File: src/rtl/rv32i_types.sv
// Shared types for the snoop bus adapters.
// Bus commands, bus responses and adapter FSM states.
package rv32i_types;

   localparam int ADDR_W = 32;
   localparam int LINE_W = 256;

   typedef enum logic [2:0] {
      BUS_NONE   = 3'd0,
      BUS_BUSRD  = 3'd1,
      BUS_BUSRDX = 3'd2,
      BUS_UPGR   = 3'd3,
      BUS_FLUSH  = 3'd4
   } bus_cmd_t;

   typedef enum logic [1:0] {
      BUS_RESP_NONE = 2'd0,
      BUS_RESP_HIT  = 2'd1,
      BUS_RESP_MISS = 2'd2
   } bus_resp_t;

   typedef enum logic [2:0] {
      S_IDLE = 3'd0,
      S_ARB  = 3'd1,
      S_CMD  = 3'd2,
      S_RESP = 3'd3,
      S_DONE = 3'd4
   } adapter_state_t;

endpackage

File: src/rtl/snoop_bus_adapter.sv
// Per-cache bridge to the shared snoop bus.
// Issues one held request at a time and forwards peer snoops.
module snoop_bus_adapter #(
   parameter bit HIGH_PRIO = 1'b0
) (
   input  logic         clk,
   input  logic         rst,
   input  logic         cache_req_valid,
   input  logic [31:0]  cache_req_addr,
   input  logic [2:0]   cache_req_cmd,
   input  logic [255:0] cache_req_data,
   output logic         cache_req_ready,
   output logic         cache_resp_valid,
   output logic         cache_resp_hit,
   output logic [255:0] cache_resp_data,
   output logic         snoop_valid,
   output logic [31:0]  snoop_addr,
   output logic [2:0]   snoop_cmd,
   input  logic         snoop_hit,
   input  logic [255:0] snoop_data,
   output logic         bus_query,
   output logic [31:0]  bus_addr,
   output logic [2:0]   bus_command,
   output logic [255:0] bus_data,
   input  logic         peer_bus_query,
   input  logic         bus_ready,
   input  logic [31:0]  bus_command_address,
   input  logic [2:0]   bus_command_command,
   input  logic [1:0]   bus_resp,
   input  logic [255:0] bus_resp_data,
   output logic         bus_snoop_hit,
   output logic [255:0] bus_snoop_data
);
   import rv32i_types::*;

   adapter_state_t      state;
   logic [ADDR_W-1:0]   hold_addr;
   logic [2:0]          hold_cmd;
   logic [LINE_W-1:0]   hold_data;
   logic                resp_hit;
   logic [LINE_W-1:0]   resp_data;
   logic                bus_ready_q;
   logic                grant;
   logic                hold_active;
   logic                snoop_cyc;

   assign grant = bus_ready && (HIGH_PRIO || !peer_bus_query);

   // Requester FSM: accept, arbitrate, hold command, capture result.
   always_ff @(posedge clk) begin
      if (rst) begin
         state     <= S_IDLE;
         hold_addr <= '0;
         hold_cmd  <= '0;
         hold_data <= '0;
         resp_hit  <= 1'b0;
         resp_data <= '0;
      end else begin
         unique case (state)
            S_IDLE: begin
               if (cache_req_valid && cache_req_cmd != BUS_NONE) begin
                  hold_addr <= cache_req_addr;
                  hold_cmd  <= cache_req_cmd;
                  hold_data <= cache_req_data;
                  state     <= S_ARB;
               end
            end
            S_ARB: begin
               if (grant) state <= S_CMD;
            end
            S_CMD: begin
               state <= S_RESP;
            end
            S_RESP: begin
               resp_hit  <= (bus_resp == BUS_RESP_HIT);
               resp_data <= bus_resp_data;
               state     <= S_DONE;
            end
            S_DONE: begin
               resp_hit  <= 1'b0;
               resp_data <= '0;
               state     <= S_IDLE;
            end
            default: state <= S_IDLE;
         endcase
      end
   end

   assign hold_active = (state == S_ARB) || (state == S_CMD)
                     || (state == S_RESP);

   assign cache_req_ready  = (state == S_IDLE);
   assign cache_resp_valid = (state == S_DONE);
   assign cache_resp_hit   = resp_hit;
   assign cache_resp_data  = resp_data;

   assign bus_query   = (state == S_ARB);
   assign bus_addr    = hold_active ? hold_addr : '0;
   assign bus_command = hold_active ? hold_cmd  : '0;
   assign bus_data    = hold_active ? hold_data : '0;

   // Our own broadcast happens in CMD and must not snoop our cache.
   assign snoop_cyc = bus_ready_q
                   && (bus_command_command != BUS_NONE)
                   && (state != S_CMD);

   assign snoop_valid = snoop_cyc;
   assign snoop_addr  = snoop_cyc ? bus_command_address : '0;
   assign snoop_cmd   = snoop_cyc ? bus_command_command : '0;

   // Snoop capture: hold the cache answer for the bus response cycle.
   always_ff @(posedge clk) begin
      if (rst) begin
         bus_ready_q    <= 1'b0;
         bus_snoop_hit  <= 1'b0;
         bus_snoop_data <= '0;
      end else begin
         bus_ready_q    <= bus_ready;
         bus_snoop_hit  <= snoop_cyc && snoop_hit;
         bus_snoop_data <= snoop_cyc ? snoop_data : '0;
      end
   end

endmodule

File: config.mk
export PLATFORM = sky130hd
export DESIGN_NAME = snoop_bus_adapter
export DESIGN_NICKNAME = d
export VERILOG_FILES = /design/src/rtl/rv32i_types.sv /design/src/rtl/snoop_bus_adapter.sv
export SDC_FILE = /design/constraint.sdc
export NUM_CORES = 1
export LEC_CHECK = 0
export BUFFER_PORTS_ARGS = -buffer_cell sky130_fd_sc_hd__buf_2
export CORE_AREA = 2 2 656 658
export DETAILED_ROUTE_END_ITERATION = 10
export DIE_AREA = 0 0 658 660
export SETUP_SLACK_MARGIN = 0.5
export SYNTH_ARGS = -nofsm -noshare
export SYNTH_HDL_FRONTEND = slang
export SYNTH_SLANG_ARGS = --single-unit
export TNS_END_PERCENT = 1
File: constraint.sdc
create_clock -name clk -period 2.8 [get_ports clk]
set_clock_uncertainty 0.1 [all_clocks]
set_input_delay 0.42 -clock clk [delete_from_list [all_inputs] [get_ports clk]]
set_output_delay 0.42 -clock clk [all_outputs]
set_load 0.02 [all_outputs]
==> impl_metrics.toml <==
[yosys]
synth-seq-cells = 809
post_synth.cell_area_avg_sq_um = 10.30
synth_top_cell_area_share_pct = 55.97
synth_area_leaders = "dfxtp_1, mux2i_1, a22o_1"
synthArstFlopShare_pct = 0
yosysSeqAreaShare_pct = 55.97
netlist_area_sq_um = 28940
synthCells = 2809
yosys_warnings = 0
yosysTopAreaCell = "dfxtp_1"
ys.flop_type = "dfxtp_1"
synth_edf_count = 0
syn-num-nets = 3655
synth.distinct_cells = 30

[power_and_ir_drop]
clock_power_share_pct = 47.3
cellPowerDensity_nw_per_um2 = 561.7
pwr-share-comb_pct = 15.2
pwr-share-seq_pct = 37.5
switchingPower_uw = 9616
switching_share_pct = 29.27
ir_worst_vdd_v = 0.0005307
p_int_uw = 23240
p_leak_uw = 0.02685

[grt]
grt_max_degree = 107
met3_usage_pct = 5.300
use_met1_pct = 13.36
grt_use_met2_pct = 25.53
grtUsageTotal_pct = 13.52
busiest_layer = "met2"
grt_antenna_before_repair = 203
grt_pass1_wl_um = 375500
grt.overflow.total = 0
first_global_vias = 32730

[cells_and_area]
nFillCells = 48400
nets = 6189
fin_cells = 11200
layout_commonest_cell = "buf_2"
layout_common_cells = "buf_2, dlygate4sd3_1, dfxtp_1"
synthToLayoutAreaGrowth_pct = 102.1
drive_above_1_share_pct = 38.66

[timing]
relSlewSlack_pct = 55.89
rsz0062_at_grt = "yes"
setup_tns_ns = -10.54
slew_violations = 0
setup_violations = 174
finalHoldViolCount = 0
min_period_ns = 2.921
tightestPinTransition_ns = 0.6616
clock.fmax_ghz = 0.3423
worst_slack_ns = -0.1214
fin_crit_sh_pct = 104.3

[clock_tree]
insertion_delay_ns = 0.93
cts_max_path_buffers = 4
cts_root_buffer = "clkbuf_16"
h-tree-depth = 3
path_clk_slew_ns = 0.07
cts_buffers = 113
cts_tree = "built"
clock-sinks = 809

[detailed_routing]
wl_per_cell_um = 27.43
drt-vias-per-instance = 2.908
vias = 32560
first_pass_iters = 5
post-route-drc-count = 0
wirelength_um = 307100
dr.first_iter.drc_count = 2292
ant_nets = 0

[placed_design]
place_inst = 10090
port_buffers = 1689
dp_hpwl_um = 262400
dpl_worst_slack_ns = 0.09414
gp_congestion = 1.006

[die]
die_area_sq_um = 434300
start_util_pct = 6.782
rows = 240
dieWidth_um = 658
die_y_um = 660
fp.coreArea_sq_um = 426700
pin_count = 1690

[worst_setup_path]
path_max_fanout = 19
critical_path_required_ns = 2.28
critPathCaptureType = "output port"
critPathKind = "reg -> out"
arrival_ns = 2.40
cp-start-kind = "flip-flop"

[status]
status = "complete, but fails checks"
violations = "setup timing"

[run]
drv_cap = 0

[worst_hold_path]
hp-class = "in -> reg"
-- power groups by stage --
stage | logic [uW] | clock network [uW] | registers, uW
floorplan | 1600 | 0 | 12500
global placement | 3770 | 0 | 12600
detailed placement | 3780 | 0 | 12600
CTS | 5050 | 16300 | 12300
global route | 5300 | 16500 | 12400
finish | 4990 | 15600 | 12300
-- path summary, 6_finish.rpt --
path                                      start                  end  slack (ns)  cells after the start
worst max-delay path                   state[1]         bus_data[55]       -0.12                      6
worst min-delay path            snoop_data[186]  bus_snoop_data[186]        0.12                      3
worst max register to register         state[1]        hold_data[30]        0.43                      6
worst min register to register   hold_data[156]       hold_data[156]        0.35                      2
-- flip-flops by register name, summed over array words and instances (netlist names) --
signal	cells
bus_snoop_data	256
cache_resp_data	256
hold_data	256
hold_addr	32
hold_cmd	3
state	3
bus_ready_q	1
bus_snoop_hit	1
cache_resp_hit	1
-- cells in the mapped netlist, types with 2 or more instances --
cell and count:
buf_2 29, dfxtp_1 809, buf_12 32, nor4_1 3
buf_1 17, buf_6 2, a22o_1 254, inv_2 2
clkbuf_1 169, nor3_1 2, nor2b_1 5, nor3b_1 2
and2_1 292, clkbuf_2 3, and3_1 291, nor2_1 5
a21oi_1 8, nand2_1 582, mux2i_1 291
-- logic make-up (layout without fill, tap and decap cells) --
kind of cell / after synthesis / in the layout / synth area share [%]
buf+inv: 255 / 2877 / 5.297
other cells: 0 / 76 / 0
mux: 291 / 291 / 10.07
compound gates: 265 / 265 / 7.904
simple gates: 1189 / 1190 / 20.77
flops: 809 / 809 / 55.97
-- worst max-delay path: stages, from the launching register on --
cell and delay [ns]:
dfxtp_4 0.37, or2_4 0.26, buf_12 0.16, buf_16 0.23
buf_6 0.15, and3_1 0.19, buf_2 0.17
-- area by class of cell --
class / instances / area (sq um) / area share, %
multi-input cells: 1746 / 11360 / 19.42
inverters: 3 / 31.28 / 0.05348
flip-flops and latches: 809 / 16210 / 27.72
diodes: 76 / 190.2 / 0.3251
repair buffers: 2670 / 19720 / 33.71
well taps: 5687 / 7116 / 12.16
clock buffers: 148 / 3151 / 5.386
clock inverters: 56 / 714.4 / 1.221
-- metrics by stage --
| step | hold WS, ns | power, uW | util, % | area (sq um) |
|---|---|---|---|---|
| 3_3_place_gp | 0.3379 | 16340 | 10.70 | 45640 |
| 6_report | 0.1233 | 32860 | 13.71 | 58490 |
| 3_5_place_dp | 0.3419 | 16350 | 10.70 | 45640 |
| 2_1_floorplan | 0.3303 | 14130 | - | 28940 |
| 4_1_cts | 0.02206 | 33650 | 13.62 | 58100 |
| 5_1_grt | 0.08139 | 34200 | 13.69 | 58410 |
-- layer usage --
| layer | part of all wire [%] | vias up | wire length [um] |
|---|---|---|---|
| met5 | 0.097 | - | 297 |
| met4 | 4.1 | 44 | 12500 |
| met3 | 9.7 | 537 | 29850 |
| met2 | 53 | 1884 | 161700 |
| met1 | 33 | 15420 | 102800 |
| li1 | - | 14680 | - |
-- repair_timing --
action,CTS,global route
endpoints found under the hold margin,808,0
hold buffers,813,0
gates resized for setup,105,53
pin swaps,5,13
buffers inserted,10,0
setup endpoints to repair,843,473
cloned,1,1
Power figures use the tool's default switching activity.
